[src/rtl/if_pkg.sv]
`default_nettype none
// if_pkg -- shared state encoding, fetch-buffer entry layout and constants for the IF stage.
// rev 1.0
package if_pkg;

  localparam int PC_W = 32;
  localparam logic [PC_W-1:0] NOP_INSTR = 32'h0;

  typedef enum logic [1:0] {
    IDLE    = 2'd0,
    REQ     = 2'd1,
    HOLD    = 2'd2,
    DISCARD = 2'd3
  } if_state_t;

  typedef struct packed {
    logic [PC_W-1:0] pc4;
    logic [PC_W-1:0] instr;
  } fb_entry_t;

endpackage
`default_nettype wire

[src/rtl/if_fetch_stage_if.sv]
`default_nettype none
// if_fetch_stage_if -- instruction-memory req/ack bus between the fetch stage and memory.
// rev 1.0
interface if_fetch_stage_if;
  import if_pkg::*;

  logic            req;
  logic [PC_W-1:0] addr;
  logic            ack;
  logic [PC_W-1:0] data;

  modport master (output req, addr, input ack, data);
  modport slave  (input req, addr, output ack, data);

endinterface
`default_nettype wire

[src/rtl/if_fetch_fifo.sv]
`default_nettype none
// if_fetch_fifo -- synchronous fetch buffer of {pc4, instr} entries with push/pop/flush.
// rev 1.0
module if_fetch_fifo
  import if_pkg::*;
#(
  parameter int FB_DEPTH = 2,
  localparam int AW = $clog2(FB_DEPTH)
) (
  input  logic      clk_i,
  input  logic      rst_i,
  input  logic      push,
  input  logic      pop,
  input  logic      flush,
  input  fb_entry_t push_data,
  output fb_entry_t head,
  output logic [AW:0] count
);

  fb_entry_t      mem [FB_DEPTH];
  logic [AW-1:0]  wr_ptr;
  logic [AW-1:0]  rd_ptr;

  always_ff @(posedge clk_i or negedge rst_i) begin
    if (!rst_i) begin
      wr_ptr <= '0;
      rd_ptr <= '0;
      count  <= '0;
    end else if (flush) begin
      wr_ptr <= '0;
      rd_ptr <= '0;
      count  <= '0;
    end else begin
      if (push) wr_ptr <= wr_ptr + AW'(1);
      if (pop)  rd_ptr <= rd_ptr + AW'(1);
      case ({push, pop})
        2'b10:   count <= count + (AW+1)'(1);
        2'b01:   count <= count - (AW+1)'(1);
        default: ;
      endcase
    end
  end

  // Storage needs no reset; only entries below count are ever read.
  always_ff @(posedge clk_i) begin
    if (push && !flush) mem[wr_ptr] <= push_data;
  end

  assign head = mem[rd_ptr];

  a_no_overflow: assert property (@(posedge clk_i) disable iff (!rst_i)
    !(push && !flush && !pop && count == (AW+1)'(FB_DEPTH)));
  a_no_underflow: assert property (@(posedge clk_i) disable iff (!rst_i)
    !(pop && !flush && count == '0));

endmodule
`default_nettype wire

[src/rtl/if_fetch_stage.sv]
`default_nettype none
// if_fetch_stage -- PC, variable-latency fetch FSM, fetch buffer and IF/ID register.
// Optional IF_PERF_CNT_EN adds stall-cycle and flush counters.  rev 1.0
module if_fetch_stage
  import if_pkg::*;
#(
  parameter logic [PC_W-1:0] RESET_PC = 32'h0,
  parameter int              FB_DEPTH = 2
) (
  input  logic            clk_i,
  input  logic            rst_i,
  input  logic            start_i,
  input  logic            stall_i,
  input  logic            flush_i,
  input  logic [PC_W-1:0] branch_target_i,
  if_fetch_stage_if.master imem,
  output logic [PC_W-1:0] if_id_instr_o,
  output logic [PC_W-1:0] if_id_pc4_o,
  output logic            if_id_valid_o
`ifdef IF_PERF_CNT_EN
  ,
  output logic [31:0]     perf_stall_cyc_o,
  output logic [31:0]     perf_flush_cnt_o
`endif
);

  localparam int          AW      = $clog2(FB_DEPTH);
  localparam logic [AW:0] DEPTH_L = (AW+1)'(FB_DEPTH);

  if_state_t       state;
  if_state_t       state_nx;
  logic [PC_W-1:0] pc;
  logic [PC_W-1:0] pc_nx;
  logic [PC_W-1:0] discard_addr;
  logic [AW:0]     fb_count;
  logic [AW:0]     level_nx;
  fb_entry_t       fb_head;
  fb_entry_t       fb_in;
  logic            fetch_req;
  logic            ack;
  logic            push;
  logic            pop;
  logic            space;

  assign ack      = fetch_req && imem.ack;
  assign pop      = !flush_i && !stall_i && (fb_count != '0);
  assign push     = ack && (state == REQ) && !flush_i;
  assign level_nx = fb_count + (AW+1)'(push) - (AW+1)'(pop);
  // A flush empties the buffer, so there is always room afterwards.
  assign space    = flush_i || (level_nx < DEPTH_L);
  assign fb_in    = {pc + 32'd4, imem.data};

  assign imem.req  = fetch_req;
  assign imem.addr = (state == DISCARD) ? discard_addr : pc;

  always_comb begin
    state_nx  = state;
    pc_nx     = pc;
    fetch_req = 1'b0;
    case (state)
      IDLE: begin
        if (start_i) state_nx = space ? REQ : HOLD;
      end
      REQ: begin
        fetch_req = 1'b1;
        if (imem.ack) begin
          pc_nx    = pc + 32'd4;
          state_nx = !start_i ? IDLE : (space ? REQ : HOLD);
        end else if (flush_i) begin
          state_nx = DISCARD;
        end
      end
      HOLD: begin
        if (!start_i)  state_nx = IDLE;
        else if (space) state_nx = REQ;
      end
      DISCARD: begin
        fetch_req = 1'b1;
        if (imem.ack) state_nx = !start_i ? IDLE : (space ? REQ : HOLD);
      end
      default: state_nx = IDLE;
    endcase
    if (flush_i) pc_nx = branch_target_i;
  end

  always_ff @(posedge clk_i or negedge rst_i) begin
    if (!rst_i) begin
      state        <= IDLE;
      pc           <= RESET_PC;
      discard_addr <= RESET_PC;
    end else begin
      state <= state_nx;
      pc    <= pc_nx;
      // The abandoned request keeps its address on the bus until memory answers.
      if (state == REQ && state_nx == DISCARD) discard_addr <= pc;
    end
  end

  if_fetch_fifo #(.FB_DEPTH(FB_DEPTH)) u_fifo (
    .clk_i     (clk_i),
    .rst_i     (rst_i),
    .push      (push),
    .pop       (pop),
    .flush     (flush_i),
    .push_data (fb_in),
    .head      (fb_head),
    .count     (fb_count)
  );

  always_ff @(posedge clk_i or negedge rst_i) begin
    if (!rst_i) begin
      if_id_instr_o <= NOP_INSTR;
      if_id_pc4_o   <= '0;
      if_id_valid_o <= 1'b0;
    end else if (flush_i || (!stall_i && fb_count == '0)) begin
      if_id_instr_o <= NOP_INSTR;
      if_id_pc4_o   <= '0;
      if_id_valid_o <= 1'b0;
    end else if (!stall_i) begin
      if_id_instr_o <= fb_head.instr;
      if_id_pc4_o   <= fb_head.pc4;
      if_id_valid_o <= 1'b1;
    end
  end

`ifdef IF_PERF_CNT_EN
  always_ff @(posedge clk_i or negedge rst_i) begin
    if (!rst_i) begin
      perf_stall_cyc_o <= '0;
      perf_flush_cnt_o <= '0;
    end else if (start_i) begin
      if (stall_i && !flush_i) perf_stall_cyc_o <= perf_stall_cyc_o + 32'd1;
      if (flush_i)             perf_flush_cnt_o <= perf_flush_cnt_o + 32'd1;
    end
  end
`endif

endmodule
`default_nettype wire
[src/flat_wrapper.sv]
// flat-port wrapper written by rule: the top's interface ports become plain ports
module if_fetch_stage_flat import if_pkg::*;
#(
  parameter logic [PC_W-1:0] RESET_PC = 32'h0,
  parameter int              FB_DEPTH = 2
)
  (clk_i, rst_i, start_i, stall_i, flush_i, branch_target_i, if_id_instr_o, if_id_pc4_o, if_id_valid_o, imem_req, imem_addr, imem_ack, imem_data);
  if_fetch_stage_if imem_i ();
  input  logic clk_i;
  input  logic rst_i;
  input  logic start_i;
  input  logic stall_i;
  input  logic flush_i;
  input  logic [PC_W-1:0] branch_target_i;
  output logic [PC_W-1:0] if_id_instr_o;
  output logic [PC_W-1:0] if_id_pc4_o;
  output logic if_id_valid_o;
  output wire logic [$bits(imem_i.req)-1:0] imem_req;
  output wire logic [$bits(imem_i.addr)-1:0] imem_addr;
  input wire logic [$bits(imem_i.ack)-1:0] imem_ack;
  input wire logic [$bits(imem_i.data)-1:0] imem_data;
  assign imem_req = imem_i.req;
  assign imem_addr = imem_i.addr;
  assign imem_i.ack = imem_ack;
  assign imem_i.data = imem_data;
  if_fetch_stage #(.RESET_PC(RESET_PC), .FB_DEPTH(FB_DEPTH)) u_core (.clk_i(clk_i), .rst_i(rst_i), .start_i(start_i), .stall_i(stall_i), .flush_i(flush_i), .branch_target_i(branch_target_i), .imem(imem_i), .if_id_instr_o(if_id_instr_o), .if_id_pc4_o(if_id_pc4_o), .if_id_valid_o(if_id_valid_o));
endmodule
[config.mk]
export PLATFORM = sky130hd
export DESIGN_NAME = if_fetch_stage_flat
export DESIGN_NICKNAME = d
export VERILOG_FILES = /design/src/rtl/if_pkg.sv /design/src/rtl/if_fetch_stage_if.sv /design/src/rtl/if_fetch_fifo.sv /design/src/rtl/if_fetch_stage.sv /design/src/flat_wrapper.sv
export SDC_FILE = /design/constraint.sdc
export NUM_CORES = 1
export LEC_CHECK = 0
export CAP_MARGIN = 20
export CORE_MARGIN = 3
export CORE_UTILIZATION = 58
export CTS_BUF_LIST = sky130_fd_sc_hd__clkbuf_16
export CTS_CLUSTER_DIAMETER = 100
export DETAILED_ROUTE_END_ITERATION = 6
export MAX_ROUTING_LAYER = met4
export PLACE_DENSITY = 0.93
export SYNTH_ARGS = -nofsm -noshare
export SYNTH_HDL_FRONTEND = slang
export SYNTH_SLANG_ARGS = --single-unit
[constraint.sdc]
create_clock -name clk_i -period 12.15 [get_ports clk_i]
set_input_delay 1.8225 -clock clk_i [delete_from_list [all_inputs] [get_ports clk_i]]
set_output_delay 1.8225 -clock clk_i [all_outputs]
set_load 0.01 [all_outputs]
==> results.json, run 1 <==
{
  "status": "finished, final reports clean",
  "path_cells": "clkdlybuf4s50_1 -> buf_4 -> inv_1 -> buf_16 -> nand2b_2 -> buf_16 -> ha_1 -> nor2b_1 -> xnor2_1 -> nor2_1 -> a31o_2",
  "ios": 168,
  "power.internal_mw": 1.68,
  "wl_per_cell_um": 19.4,
  "antenna_found_initial": 1,
  "detailed_place_hpwl_um": 15200,
  "synth_top_area_cell": "edfxtp_1",
  "drc": 0,
  "synth_edf_count": 128,
  "yosys_warnings": 0,
  "grt_max_degree": 76,
  "wl_um": 23900,
  "fp.coreArea_mm2": 0.0184,
  "synth_top_flop_cell": "dfrtp_1",
  "slew_viol_final": 0,
  "cts_buffers": 26,
  "vias_per_cell": 5.85,
  "cts_tree": "built",
  "slew_headroom_pct": 35.6,
  "cp-start-kind": "input port",
  "htreeDepth": 1,
  "setup_tns_ns": 0,
  "final_cells": 1235,
  "ys_ff_latch": 263,
  "hold_class": "reg2reg",
  "post_cts_buffers": 0,
  "dr.pass1.iters": 5,
  "ant_nets": 0,
  "endpoint_kind": "register",
  "post_cts_resized": 0,
  "grt_setup_unrepaired": "false",
  "syn_inst": 840,
  "ys_types": 43,
  "start_util_pct": 60.4,
  "critPathArrivalTime_ns": 4.72,
  "vdd_drop_max_mv": 0.0996,
  "r2r_slack_ns": 9.31,
  "path_class": "in2reg",
  "place_ws_ns": 6.51,
  "worst_pin_slew_ns": 0.966,
  "worstSkewPairLatency_ns": 0.52,
  "first_global_vias": 7366,
  "ys_async_sr_fraction_pct": 51.3,
  "dpl_cell_area_mm2": 0.0128,
  "syn-num-nets": 913,
  "avgSynthCellArea_um2": 13.2,
  "grt_use_total_pct": 23.4,
  "total_leakage_power_nw": 5.12,
  "p_sw_share_pct": 23.5,
  "cts.sinks": 263,
  "syn_to_final_growth_pct": 24.5,
  "power_frac_clock_pct": 38.3,
  "cap_violations": 0,
  "yosysMostFrequentCell": "dfrtp_1",
  "period_minus_slack_ns": 4.31,
  "die_w_um": 144,
  "power_density_mw_per_mm2": 159,
  "max_freq_mhz": 232,
  "seq_power_share_pct": 48.8,
  "io_buffers": 167,
  "cp.required_ns": 12.56,
  "critPathSlowestCell": "clkdlybuf4s50_1",
  "synth.top_cells.by_count": "dfrtp_1, edfxtp_1, nand2_1",
  "nNetsFinal": 1058,
  "dieArea_mm2": 0.0208,
  "ctsRootBufferMaster": "clkbuf_16",
  "overflow": 0,
  "final_area_mm2": 0.0138,
  "syn-cell-area_mm2": 0.0111,
  "gp_routability_congestion": 0.912,
  "hold_viol": 0,
  "setup_ws_ns": 7.84,
  "seq_area_frac_synth_pct": 65.0,
  "setup_violations": 0,
  "slowest_delay_ns": 0.46,
  "ys_top_cells_by_area": "edfxtp_1, dfrtp_1, mux2_2",
  "layout-drive-gt1-share_pct": 13.7,
  "fin_crit_sh_pct": 35.5,
  "grt_pass1_wl_um": 37600,
  "cts_buffer_depth": 3,
  "skew_ns": 0.0143,
  "path_common_cell": "buf_16",
  "crit_fanout": 37,
  "die_y_um": 144,
  "combinationalPowerShare_pct": 12.9,
  "clk_pin_slew_ns": 0.07,
  "placementRows": 49,
  "switchingPower_uw": 515,
  "cts_hold_buf": 0,
  "num_vias": 7228,
  "dp.cells": 1183,
  "drtIter0Drc": 591,
  "power_mw": 2.19,
  "synth_top_area_share_pct": 34.6
}
## cells by family after synthesis
logic type	count (synthesis)	share of synthesized area, %
muxes	132	12.6
adders and majority gates	3	0.338
AOI/OAI and AO/OA	114	5.63
xor gates and xnor gates	46	3.63
and+or+nand+nor	217	9.62
DFF	263	65.0
buffers and inverters	65	3.09
## through the flow
stage | hold WS [ns] | utilization [%]
floorplan | 0.471 | -
global placement | 0.461 | 69.7
detailed placement | 0.469 | 69.7
CTS | 0.483 | 74.7
global route | 0.498 | 75.1
finish | 0.476 | 75.1
## layout by cell type (no fill, tap or decap), drive strengths merged, types with 2 or more instances in the layout
master         synthesis  final
nor2b                  2      2
or3                    6      6
clkinvlp               0      2
ha                     3      3
nor2                  38     38
mux2                  66     66
dfrtp                135    135
and3                   6      6
a31oi                 17     17
o21ai                 84     84
nand2b                 2      2
nand3                 14     14
edfxtp               128    128
nand2                100    100
and4                   6      6
buf                   28     11
and2                   2      2
bufinv                 0      5
nor3                   7      7
xnor2                 24     24
nand4                 13     13
mux2i                 66     66
clkbuf                32     27
xor2                  22     22
clkinv                 0     12
inv                    5      7
clkdlybuf4s50          0    166
o31ai                 11     11
or4                   12     12
nor4                   6      6
## layer usage
| metal | vias up | track usage, % | routed length (um) |
|---|---|---|---|
| met5 | - | - | 0 |
| met4 | 0 | 6.82 | 531 |
| met3 | 43 | 2.98 | 1540 |
| met2 | 276 | 38.2 | 12000 |
| met1 | 3580 | 31.3 | 9850 |
| li1 | 3329 | - | - |
## registers in the layout, indices dropped and copies added (netlist names), 2 cells and up
register / count
u_core.if_id_instr_o: 32
u_core.pc: 32
u_core.if_id_pc4_o: 32
u_core.state: 2
u_core.u_fifo.mem: 128
u_core.discard_addr: 32
u_core.u_fifo.count: 2
## power by group through the flow
| stage | clock network [mW] | logic [mW] | registers (mW) |
|---|---|---|---|
| after floorplan | 0 | 0.173 | 1.06 |
| after global placement | 0 | 0.261 | 1.09 |
| after detailed placement | 0 | 0.269 | 1.09 |
| after CTS | 0.850 | 0.272 | 1.08 |
| after global routing | 0.885 | 0.307 | 1.08 |
| final | 0.840 | 0.283 | 1.07 |
## worst max-delay path: cells and delay by family
| family | cells | cell delay (ns) |
|---|---|---|
| buffers and inverters | 5 | 1.54 |
| AND/OR/NAND/NOR | 3 | 0.65 |
| adder cells (fa/ha/maj) | 1 | 0.26 |
| AO/OA/AOI/OAI | 1 | 0.25 |
| XOR/XNOR | 1 | 0.16 |
## final cells by class
cell class | instances | area [um2]
flip-flops and latches | 263 | 7230
clock buffers | 27 | 676
multi-input cells | 512 | 3570
inverters | 5 | 18.8
clock inverters | 21 | 236
fillers | 1156 | 4570
well taps | 229 | 287
diodes | 1 | 2.50
repair buffers | 177 | 1810
## worst paths after layout
path                                        startpoint                       end  depth (start not counted)
min in group asynchronous                        rst_i              u_core.pc[4]                          1
worst max-delay path                           flush_i           u_core.state[1]                         11
worst min register to register  u_core.if_id_pc4_o[20]    u_core.if_id_pc4_o[20]                          2
worst min-delay path            u_core.if_id_pc4_o[20]    u_core.if_id_pc4_o[20]                          2
max in group asynchronous                        rst_i      u_core.u_fifo.rd_ptr                          2
worst max register to register         u_core.state[1]  u_core.u_fifo.mem[0][25]                          4
No activity file was read; power rests on OpenSTA's default activity.
==> inputs of run 2 (changes only) <==
--- a/config.mk
+++ b/config.mk
@@ -7,12 +7,12 @@
 export LEC_CHECK = 0
 export CAP_MARGIN = 20
 export CORE_MARGIN = 3
-export CORE_UTILIZATION = 58
+export CORE_UTILIZATION = 49
 export CTS_BUF_LIST = sky130_fd_sc_hd__clkbuf_16
 export CTS_CLUSTER_DIAMETER = 100
 export DETAILED_ROUTE_END_ITERATION = 6
 export MAX_ROUTING_LAYER = met4
-export PLACE_DENSITY = 0.93
+export PLACE_DENSITY = 0.84
 export SYNTH_ARGS = -nofsm -noshare
 export SYNTH_HDL_FRONTEND = slang
 export SYNTH_SLANG_ARGS = --single-unit
==> constraint.sdc (replaced) <==
create_clock -name clk_i -period 3.9 [get_ports clk_i]
set_input_delay 0.585 -clock clk_i [delete_from_list [all_inputs] [get_ports clk_i]]
set_output_delay 0.585 -clock clk_i [all_outputs]
set_load 0.01 [all_outputs]
==> results.json, run 2 (synthesis gave the netlist of run 1 again) <==
{
  "grt_use_total_pct": 20.1,
  "dr.pass1.iters": 4,
  "setup_violations": 0,
  "grt_pass1_wl_um": 38400,
  "path_cells": "nand2_1 -> buf_4 -> mux2_2 -> clkdlybuf4s50_1",
  "nNetsFinal": 1061,
  "path_class": "reg2out",
  "io_buffers": 167,
  "worstSkewPairLatency_ns": 0.53,
  "syn_to_final_growth_pct": 24.9,
  "die_y_um": 157,
  "vias_per_cell": 5.47,
  "ios": 168,
  "crit_fanout": 31,
  "power_density_mw_per_mm2": 487,
  "max_freq_mhz": 328,
  "critPathArrivalTime_ns": 2.46,
  "dpl_cell_area_mm2": 0.0130,
  "total_leakage_power_nw": 5.12,
  "overflow": 0,
  "slew_headroom_pct": 49.0,
  "crit_buf_inv": 2,
  "post_cts_resized": 0,
  "ant_nets": 0,
  "antenna_cells": 0,
  "cp-start-kind": "register",
  "drc": 0,
  "wl_um": 23900,
  "grt_setup_unrepaired": "false",
  "slew_viol_final": 0,
  "fin_crit_sh_pct": 78.2,
  "ctsRootBufferMaster": "clkbuf_16",
  "cap_violations": 0,
  "clk_pin_slew_ns": 0.06,
  "dieArea_mm2": 0.0245,
  "fp.coreArea_mm2": 0.0220,
  "path_delay_family": "buffers and inverters",
  "start_util_pct": 50.4,
  "r2r_start": "u_core.pc[6]",
  "hold_viol": 1,
  "num_vias": 7040,
  "final_cell_mix": "clkdlybuf4s50_1, dfrtp_1, edfxtp_1",
  "die_w_um": 157,
  "first_global_vias": 7287,
  "setup_tns_ns": 0,
  "top_register": "u_core.u_fifo.mem",
  "endpoint_kind": "output pin",
  "final_area_mm2": 0.0139,
  "skew_ns": 0.0169,
  "vdd_drop_max_mv": 0.279,
  "hold_class": "in2async",
  "gp_routability_congestion": 0.862,
  "cts_buffer_depth": 3,
  "period_minus_slack_ns": 3.05,
  "htreeDepth": 1,
  "critPathLaunch": "u_core.state[0]",
  "largest_register_ffs": 128,
  "detailed_place_hpwl_um": 15900,
  "slowest_delay_ns": 0.48,
  "status": "complete, but fails checks",
  "layout-drive-gt1-share_pct": 13.6,
  "critPathSlowestCell": "clkdlybuf4s50_1",
  "wl_per_cell_um": 18.6,
  "drtIter0Drc": 506,
  "antenna_found_initial": 0,
  "worst_pin_slew_ns": 0.758,
  "cts_hold_buf": 0,
  "cts.sinks": 263,
  "grt_max_degree": 66,
  "cp.required_ns": 3.31,
  "hold_slack_ns": -0.00218,
  "placementRows": 54,
  "cts_buffers": 27,
  "post_cts_buffers": 0,
  "failed_checks": "hold timing",
  "cts_tree": "built",
  "final_common_cell": "clkdlybuf4s50_1"
}
==> run 2: changes by cell type in the layout (fill, tap and decap cells not counted) <==
cell	previous run	this run
bufinv_16	5	3
buf_4	7	8
clkbuf_16	27	28
buf_16	3	1
inv_1	7	9
inv_8	0	1
diode_2	1	0
clkinv_1	3	5
clkinv_2	7	4
buf_12	0	3
==> run 2: through the flow <==
| stage | setup WS (ns) | hold slack [ns] | cells | util, % | total power, mW |
|---|---|---|---|---|---|
| after global routing | 0.734 | 0.0253 | 1288 | 63.0 | 7.03 |
| after detailed placement | 0.815 | 0.462 | 1238 | 58.8 | 4.26 |
| after CTS | 0.770 | 0.00457 | 1287 | 62.8 | 6.83 |
| after floorplan | 0.556 | 0.289 | 840 | - | 3.85 |
| after global placement | 0.923 | 0.460 | 1238 | 58.8 | 4.22 |
| final | 0.851 | -0.00218 | 1288 | 63.0 | 6.76 |
==> run 2: layer usage <==
metal	share of wire, %	GRT usage [%]	routed length (um)	vias up
li1	-	-	-	3331
met1	43	26.9	10400	3481
met2	50	32.9	11900	197
met3	5.3	2.90	1280	31
met4	1.6	5.00	386	0
met5	0	-	0	-
==> run 2: worst paths after layout <==
check	endpoint	slack, ns	cells after the start
worst max-delay path	imem_addr[24]	0.85	4
worst min-delay path	u_core.if_id_instr_o[22]	-0.002	1
worst max register to register	u_core.u_fifo.mem[1][62]	1.41	4
worst min register to register	u_core.if_id_valid_o	0.47	2
max in group asynchronous	u_core.discard_addr[19]	2.98	2
min in group clk_i	u_core.if_id_valid_o	0.47	2
==> run 2: final cells by class <==
type	instances	area (um2)
clock buffers	28	701
clock inverters	21	188
fillers	1625	8160
inverters	5	18.8
multi-input cells	512	3570
flip-flops and latches	263	7230
well taps	280	350
repair buffers	179	1820
==> run 2: report_power, final <==
group | switching, mW | leakage [nW] | internal, mW
combinational | 0.392 | 1.78 | 0.480
clock | 1.05 | 0.447 | 1.50
sequential | 0.182 | 2.89 | 3.16
total | 1.62 | 5.12 | 5.14
==> run 2: worst reg2reg max path, delay by kind of cell (launching register included) <==
kind | cells | cell delay [ns]
and+or+nand+nor | 3 | 1.38
DFF | 1 | 0.54
xor gates and xnor gates | 1 | 0.34
